==> src/rtl/ifetch_unit_pkg.sv <==
// Shared definitions for the instruction-fetch unit: FSM encoding,
// ISA width defaults and the default reset/halt vectors.
package ifetch_unit_pkg;

  typedef enum logic [1:0] {
    ST_RUN        = 2'd0,
    ST_IO_WAIT    = 2'd1,
    ST_IO_RELEASE = 2'd2,
    ST_HALT       = 2'd3
  } fetch_state_e;

  localparam int unsigned ISA_XLEN        = 32;
  localparam int unsigned ISA_JADDR_WIDTH = 26;
  localparam int unsigned ISA_IMEM_AW     = 14;

  localparam logic [31:0] DEFAULT_RESET_PC        = 32'h0000_0000;
  localparam logic [31:0] DEFAULT_HALT_PC         = 32'h1111_1100;
  localparam int unsigned DEFAULT_DEBOUNCE_CYCLES = 16;

endpackage

==> src/rtl/ifetch_unit_btn_debounce.sv <==
// Confirm-button conditioner: 2-flop synchroniser, stability counter, debounced
// level and a one-cycle rise pulse that is only issued once the button was seen released.
module ifetch_unit_btn_debounce #(
  parameter int unsigned DEBOUNCE_CYCLES = 16
) (
  input  logic clock,
  input  logic reset_n,
  input  logic button,
  output logic level,
  output logic rise
);

  localparam int unsigned CW = $clog2(DEBOUNCE_CYCLES + 1);
  localparam logic [CW-1:0] CNT_LAST = CW'(DEBOUNCE_CYCLES - 1);
  localparam logic [CW-1:0] CNT_ONE  = CW'(1);

  logic          sync1_r;
  logic          sync2_r;
  logic          level_r;
  logic          rise_r;
  logic          armed_r;
  logic [CW-1:0] cnt_r;

  logic differ_s;
  logic arming_s;
  logic counting_s;
  logic expire_s;

  // Classify the current cycle: level change pending, or arming on a stable release.
  always_comb begin
    differ_s   = (sync2_r != level_r);
    arming_s   = !armed_r && !sync2_r && !level_r;
    counting_s = differ_s || arming_s;
    expire_s   = counting_s && (cnt_r == CNT_LAST);
  end

  // Two-flop synchroniser for the asynchronous button.
  always_ff @(posedge clock or negedge reset_n) begin
    if (!reset_n) begin
      sync1_r <= 1'b0;
      sync2_r <= 1'b0;
    end else begin
      sync1_r <= button;
      sync2_r <= sync1_r;
    end
  end

  // Stability counter, debounced level and qualified rise pulse.
  // A button held through reset must be released (and seen released) before a rise counts.
  always_ff @(posedge clock or negedge reset_n) begin
    if (!reset_n) begin
      cnt_r   <= {CW{1'b0}};
      level_r <= 1'b0;
      rise_r  <= 1'b0;
      armed_r <= 1'b0;
    end else begin
      rise_r <= 1'b0;
      if (!counting_s) begin
        cnt_r <= {CW{1'b0}};
      end else if (expire_s) begin
        cnt_r <= {CW{1'b0}};
        if (arming_s) begin
          armed_r <= 1'b1;
        end else begin
          level_r <= sync2_r;
          rise_r  <= sync2_r & armed_r;
        end
      end else begin
        cnt_r <= cnt_r + CNT_ONE;
      end
    end
  end

  assign level = level_r;
  assign rise  = rise_r;

endmodule

==> src/rtl/ifetch_unit.sv <==
// Instruction-fetch unit: PC register (falling edge), next-PC selection,
// console-input wait FSM with debounced confirm, and halt parking.
module ifetch_unit
  import ifetch_unit_pkg::*;
#(
  parameter int unsigned XLEN            = ISA_XLEN,
  parameter int unsigned JADDR_WIDTH     = ISA_JADDR_WIDTH,
  parameter int unsigned IMEM_AW         = ISA_IMEM_AW,
  parameter logic [XLEN-1:0] RESET_PC    = XLEN'(DEFAULT_RESET_PC),
  parameter logic [XLEN-1:0] HALT_PC     = XLEN'(DEFAULT_HALT_PC),
  parameter int unsigned DEBOUNCE_CYCLES = DEFAULT_DEBOUNCE_CYCLES
) (
  input  logic               clock,
  input  logic               reset_n,
  input  logic               io_read,
  input  logic [XLEN-1:0]    addr_result,
  input  logic [XLEN-1:0]    read_data_1,
  input  logic               branch,
  input  logic               nbranch,
  input  logic               jmp,
  input  logic               jal,
  input  logic               jr,
  input  logic               zero,
  input  logic               confirm_button,
  input  logic [XLEN-1:0]    imem_rdata,
  output logic [IMEM_AW-1:0] imem_addr,
  output logic [XLEN-1:0]    instruction,
  output logic [XLEN-1:0]    pc,
  output logic [XLEN-1:0]    branch_base_addr,
  output logic [XLEN-1:0]    link_addr,
  output logic               io_waiting,
  output logic               halted
);

  localparam logic [XLEN-1:0] PC_STEP = XLEN'(32'd4);

  fetch_state_e    state_r;
  fetch_state_e    state_nxt_s;
  logic [XLEN-1:0] pc_r;
  logic [XLEN-1:0] pc_nxt_s;
  logic [XLEN-1:0] pc_plus4_s;
  logic [XLEN-1:0] jump_target_s;
  logic [XLEN-1:0] flow_next_s;
  logic [XLEN-1:0] instruction_s;
  logic            jump_s;
  logic            take_branch_s;
  logic            io_stall_s;
  logic            db_level_s;
  logic            db_rise_s;
  logic            io_waiting_r;
  logic            halted_r;

  ifetch_unit_btn_debounce #(
    .DEBOUNCE_CYCLES (DEBOUNCE_CYCLES)
  ) u_btn_debounce (
    .clock   (clock),
    .reset_n (reset_n),
    .button  (confirm_button),
    .level   (db_level_s),
    .rise    (db_rise_s)
  );

  // Instruction is forced to zero the moment reset asserts, independent of the ROM.
  always_comb begin
    if (reset_n) begin
      instruction_s = imem_rdata;
    end else begin
      instruction_s = {XLEN{1'b0}};
    end
  end

  // Next-PC candidate: jump, then taken branch, then jr, else sequential.
  always_comb begin
    pc_plus4_s    = pc_r + PC_STEP;
    jump_target_s = {pc_r[XLEN-1:JADDR_WIDTH+2], instruction_s[JADDR_WIDTH-1:0], 2'b00};
    jump_s        = jmp | jal;
    take_branch_s = (branch & zero) | (nbranch & ~zero);
    io_stall_s    = io_read & ~jump_s;
    if (jump_s) begin
      flow_next_s = jump_target_s;
    end else if (take_branch_s) begin
      flow_next_s = addr_result;
    end else if (jr) begin
      flow_next_s = read_data_1;
    end else begin
      flow_next_s = pc_plus4_s;
    end
  end

  // Fetch FSM next-state and PC update.
  always_comb begin
    state_nxt_s = state_r;
    pc_nxt_s    = pc_r;
    case (state_r)
      ST_RUN: begin
        if (pc_r == HALT_PC) begin
          state_nxt_s = ST_HALT;
        end else if (io_stall_s) begin
          state_nxt_s = ST_IO_WAIT;
        end else begin
          pc_nxt_s = flow_next_s;
        end
      end
      ST_IO_WAIT: begin
        if (db_rise_s) begin
          pc_nxt_s    = flow_next_s;
          state_nxt_s = ST_IO_RELEASE;
        end else begin
          state_nxt_s = ST_IO_WAIT;
        end
      end
      ST_IO_RELEASE: begin
        // The press that released IO_WAIT must drop before another io_read may wait on it.
        if (pc_r == HALT_PC) begin
          state_nxt_s = ST_HALT;
        end else begin
          if (io_stall_s) begin
            pc_nxt_s = pc_r;
          end else begin
            pc_nxt_s = flow_next_s;
          end
          if (db_level_s) begin
            state_nxt_s = ST_IO_RELEASE;
          end else begin
            state_nxt_s = ST_RUN;
          end
        end
      end
      ST_HALT: begin
        state_nxt_s = ST_HALT;
      end
      default: begin
        state_nxt_s = ST_RUN;
        pc_nxt_s    = RESET_PC;
      end
    endcase
  end

  // PC, state and status flags update on the falling edge, ahead of the ROM's rising-edge read.
  always_ff @(negedge clock or negedge reset_n) begin
    if (!reset_n) begin
      state_r      <= ST_RUN;
      pc_r         <= RESET_PC;
      io_waiting_r <= 1'b0;
      halted_r     <= 1'b0;
    end else begin
      state_r      <= state_nxt_s;
      pc_r         <= pc_nxt_s;
      io_waiting_r <= (state_nxt_s == ST_IO_WAIT) || (state_nxt_s == ST_IO_RELEASE);
      halted_r     <= (state_nxt_s == ST_HALT);
    end
  end

  assign imem_addr        = pc_r[IMEM_AW+1:2];
  assign instruction      = instruction_s;
  assign pc               = pc_r;
  assign branch_base_addr = pc_plus4_s;
  assign link_addr        = pc_plus4_s;
  assign io_waiting       = io_waiting_r;
  assign halted           = halted_r;

endmodule
==> config.mk <==
export PLATFORM = sky130hd
export DESIGN_NAME = ifetch_unit
export DESIGN_NICKNAME = d
export VERILOG_FILES = /design/src/rtl/ifetch_unit_pkg.sv /design/src/rtl/ifetch_unit_btn_debounce.sv /design/src/rtl/ifetch_unit.sv
export SDC_FILE = /design/constraint.sdc
export NUM_CORES = 1
export LEC_CHECK = 0
export CAP_MARGIN = 20
export CORE_UTILIZATION = 39
export CTS_CLUSTER_SIZE = 16
export DETAILED_ROUTE_END_ITERATION = 6
export PLACE_DENSITY = 0.82
export SLEW_MARGIN = 20
export SYNTH_ARGS = -nofsm -noshare
export SYNTH_HDL_FRONTEND = slang
export SYNTH_SLANG_ARGS = --single-unit
==> constraint.sdc <==
create_clock -name clock -period 5.1 [get_ports clock]
set_clock_uncertainty 0.1 [all_clocks]
set_input_delay 1.53 -clock clock [delete_from_list [all_inputs] [get_ports clock]]
set_output_delay 1.53 -clock clock [all_outputs]
set_load 0.005 [all_outputs]
==> results of run 1 <==
[cells by family after synthesis]
| group | Yosys count | share of synthesized area [%] |
|---|---|---|
| and+or+nand+nor | 217 | 27.75 |
| AOI/OAI and AO/OA | 132 | 20.31 |
| buffers and inverters | 93 | 13.87 |
| DFF | 46 | 28.62 |
| xor gates and xnor gates | 30 | 6.532 |
| muxes | 6 | 1.680 |
| adders and majority gates | 4 | 1.244 |
[Yosys cell counts (3+ instances only)]
cell,count
and2_1,36
a31oi_1,11
nor2_1,37
xnor2_1,17
a22o_1,3
dfrtn_1,36
ha_1,4
or2_2,3
nand4_1,11
o21ai_0,47
or3_1,4
nor3_1,8
nand2_1,55
clkbuf_1,25
a21oi_1,34
xor2_1,13
buf_2,5
o31ai_1,3
nand3_1,34
and3_1,8
o211ai_1,6
o21a_1,7
mux2i_1,3
dfrtp_1,10
buf_4,50
inv_1,10
nor4_1,7
[per-stage QoR]
stage                     cells  hold WS, ps  setup TNS [ps]  util (%)
after floorplan             528        231.2          -40580         -
after detailed placement    975        238.5          -99710     77.31
after global placement      975        237.6          -94840     77.31
==> results.toml, run 1 <==
[cts]
cts_buffers = 5
post_cts_resize_count = 667
clock_path_buffers = 2
clock-root-buffer = "clkbuf_8"
htreeDepth = 2
cts.hold.buffers_added = 0
cts_setup_buffers = 129
clkSinkCount = 46

[run_status]
outcome.stop_stage = "clock tree synthesis"
error = "[ERROR DPL-0033] detailed placement checks failed during check placement."
outcome = "aborted with a tool error"

[die]
rows = 36
die_width_um = 103.6
io_pins = 250
die_h_um = 103.6
initial_standard_cell_utilization_of_the_core_pct = 40.78

[synthesis]
postSynth.topFlopCell = "dfrtn_1"
synth_sequential_area_ratio_pct = 28.62
synth_top_area_cell = "dfrtn_1"
syn_inst = 528
avgSynthCellArea_sq_um = 7.619
netlist.area_leader.share_pct = 22.40
ys_top_cells_by_area = "dfrtn_1 (22%), buf_4 (9.3%), dfrtp_1 (6.2%)"
synth.yosys.warnings = 0
synth-async-reset-ratio_pct = 100.0
count_of_different_cell_masters_after_synthesis = 59
syn_area_sq_um = 4023
synthesis.nets = 638
synth_edf_count = 0
ys_ff_latch = 46

[place]
gpl.final_weighted_congestion = 0.9376
post_dp_cell_area_sq_um = 7626
dpl.hpwl_um = 14530
pre_cts_slack_ps = -1268
place.port_buffers = 249
==> inputs of run 2 (changes only) <==
--- a/config.mk
+++ b/config.mk
@@ -6,10 +6,9 @@
 export NUM_CORES = 1
 export LEC_CHECK = 0
 export CAP_MARGIN = 20
-export CORE_UTILIZATION = 39
-export CTS_CLUSTER_SIZE = 16
+export CORE_UTILIZATION = 24
 export DETAILED_ROUTE_END_ITERATION = 6
-export PLACE_DENSITY = 0.82
+export PLACE_DENSITY_LB_ADDON = 0.15
 export SLEW_MARGIN = 20
 export SYNTH_ARGS = -nofsm -noshare
 export SYNTH_HDL_FRONTEND = slang
==> run 2 against run 1 <==
Compared with the run above:
- the flow now finishes, with violations (negative setup slack)
- synthesized cell count did not move
- synthesized area did not move
==> results.toml, run 2 <==
[run_status]
outcome = "complete, but fails checks"
failed_checks = "negative setup slack"

[critical_path]
reg2reg_depth = 7
rr_startpoint = "u_btn_debounce.rise"
crit_path_max_fanout = 3
critPathCaptureType = "output port"
slowest_delay_ps = 450
cp_cell_sequence = "nand4_1 -> buf_4 -> nor4_4 -> buf_4 -> buf_6 -> nand4_1 -> xnor2_2 -> buf_2"
reg2reg_slack_ps = 1020
start_kind = "flip-flop"
timing.critical_path.arrival_ps = 4750
cell_with_the_largest_stage_delay_on_the_worst_path = "dfrtn_1"
cp.required_ps = 3470
crit_type = "reg2out"
crit-reg2reg-capture = "pc[6]"

[cts]
htreeDepth = 2
clkSinkCount = 46
clk_pin_slew_worst_paths_ps = 70
worst_skew_pair.late_latency_ps = 310
clock_path_buffers = 2
cts_buffers = 5
clock-root-buffer = "clkbuf_16"
cts.hold.buffers_added = 0
tritoncts = "yes"

[power]
power_frac_clock_pct = 9.8
sw_frac_of_total_pct = 37.45
power.leakage_nw = 4.603
sequential_fraction_of_design_power_pct = 14.4
power.ir.vdd_worst_mv = 0.2292
netSwitchingPower_mw = 1.658
power_frac_comb_pct = 75.8
power-per-cell-area_nw_per_um2 = 431.6
intPower_mw = 2.770
report.power.total_mw = 4.429

[global_route]
grt_antenna_before_repair = 0
grtUsageTotal_pct = 25.87
globalRoute.busiestLayer = "met2"
grt_max_degree = 20
met3_usage_pct = 5.594
wire_length_of_the_first_global_routing_pass_um = 34910
gr-usage-met1_pct = 30.49
met2_global_route_usage_pct = 46.47
grt.overflow.total = 0
first_global_vias = 6363

[sta]
hold_viol = 0
worstMarginPinSlew_ps = 472.3
timing_max_transition_violations_final = 0
worst_slack_ps = -1277
slew-limit-headroom_pct = 68.40
rsz0062_at_grt = "true"
hold_ws_ps = 249.9
setup-violations-final = 138

[min_path]
min_delay_worst_endpoint = "u_btn_debounce.sync2_r"
min-delay-start = "u_btn_debounce.sync1_r"
hp-class = "reg2reg"
whs_path_depth = 0

[die]
fp.coreArea_sq_um = 16120
die_h_um = 131.5
dieArea_sq_um = 17280
io_pins = 250
initial_standard_cell_utilization_of_the_core_pct = 24.96
rows = 46
die_width_um = 131.5

[cells_and_area]
leading_cell_type_in_the_layout_fill_and_taps_excluded = "buf_4"
largest_register_ff_count = 32
syn_to_final_growth_pct = 155.1
final_nets = 1112
filler_free_cell_count_of_the_finished_design = 1219
most-common-layout-cells = "buf_4 (173), buf_6 (153), clkdlybuf4s50_1 (132)"
n_antenna_cell = 0
fraction_of_final_layout_cells_with_drive_strength_greater_than_1_pct = 57.73
finish.instance_area_sq_um = 10260
multi_input_area_sq_um = 3371
register_area_sq_um = 1151
layout.core_utilization_pct = 63.67
fill_cells = 1284

[place]
post-place-cells = 1058
post_dp_cell_area_sq_um = 7757
gpl.final_weighted_congestion = 0.8963
place.port_buffers = 249
dpl.hpwl_um = 15470

[routing]
route.vias.total = 6091
drt_first_pass_iters = 5
drtIter0Drc = 321
drt-vias-per-instance = 4.997
remaining_drc_errors = 0
drt.antenna.violating_nets = 0
finalWirelength_um = 23800
drt-wirelength-per-cell_um = 19.52

[synthesis]
count_of_different_cell_masters_after_synthesis = 59
postSynth.topFlopCell = "dfrtn_1"
netlist.area_leader.share_pct = 22.40
syn_area_sq_um = 4023
synth_edf_count = 0
synth_top_area_cell = "dfrtn_1"
synth-async-reset-ratio_pct = 100.0
syn_inst = 528
synth_sequential_area_ratio_pct = 28.62
ys_ff_latch = 46
synthesis.nets = 638
yosysMostFrequentCell = "nand2_1"
avgSynthCellArea_sq_um = 7.619
ys_top_cells_by_count = "nand2_1 (55), buf_4 (50), o21ai_0 (47)"
synth.yosys.warnings = 0
ys_top_cells_by_area = "dfrtn_1 (22%), buf_4 (9.3%), dfrtp_1 (6.2%)"

[flow_run]
maxCapViolations = 0
==> run 2: cell counts after synthesis <==
Identical to the previous run, type by type.
==> run 2: layer usage <==
layer | up-vias | wire [um]
met5 | - | 0
met1 | 3001 | 9603
met4 | 0 | 703
met3 | 52 | 1441
li1 | 2765 | -
met2 | 273 | 12050
==> run 2: critical path: cells and delay by family, from the launching register on <==
family | cells | cell delay (ps)
xor+xnor | 1 | 190
buf+inv | 4 | 620
flops | 1 | 450
simple gates | 3 | 620
==> run 2: cells by family after synthesis <==
kind of cell	Yosys count	synth area share [%]
adder cells (fa/ha/maj)	4	1.244
XOR/XNOR	30	6.532
buffers and inverters	93	13.87
AO/OA/AOI/OAI	132	20.31
flip-flops	46	28.62
multiplexers	6	1.680
AND/OR/NAND/NOR	217	27.75
==> run 2: power groups by stage <==
| stage | registers, mW | clock network [mW] | logic (mW) |
|---|---|---|---|
| global placement | 0.619 | 0 | 2.32 |
| CTS | 0.627 | 0.433 | 3.06 |
| global route | 0.648 | 0.453 | 3.52 |
| floorplan | 0.718 | 0 | 0.938 |
| finish | 0.636 | 0.434 | 3.36 |
| detailed placement | 0.627 | 0 | 2.33 |
==> run 2: metrics by stage <==
step / setup slack, ps / setup TNS (ps)
after floorplan: -987.0 / -40580
after global placement: -1243 / -96400
after detailed placement: -1281 / -99260
after CTS: -1248 / -73430
after global routing: -1355 / -79880
final: -1277 / -73500
==> run 2: cell type report <==
cell class	instances	area share (%)
clock buffers	5	1.219
clock inverters	3	0.6706
inverters	10	0.3658
multi-input cells	390	32.85
flip-flops and latches	46	11.22
well taps	216	2.634
repair buffers	549	51.04
==> run 2: worst max path at each step <==
stage,from,endpoint,slack (ps),cells after the start
3_3_place_gp,pc[16],link_addr[31],-1240,7
2_1_floorplan,pc[11],link_addr[27],-990,6
4_1_cts,pc[3],branch_base_addr[27],-1250,8
5_1_grt,pc[11],link_addr[26],-1360,8
6_report,pc[11],link_addr[26],-1280,8
3_5_place_dp,pc[16],link_addr[31],-1280,7
==> run 2: timing repair <==
item / CTS / global route
endpoints found under the setup margin: 147 / 143
setup buffers: 124 / 53
gates cloned: 9 / 0
resized for setup: 622 / 175
hold endpoints to repair: 0 / 0
pin swaps: 93 / 84
Note: power is estimated with default switching activity, not from simulation.
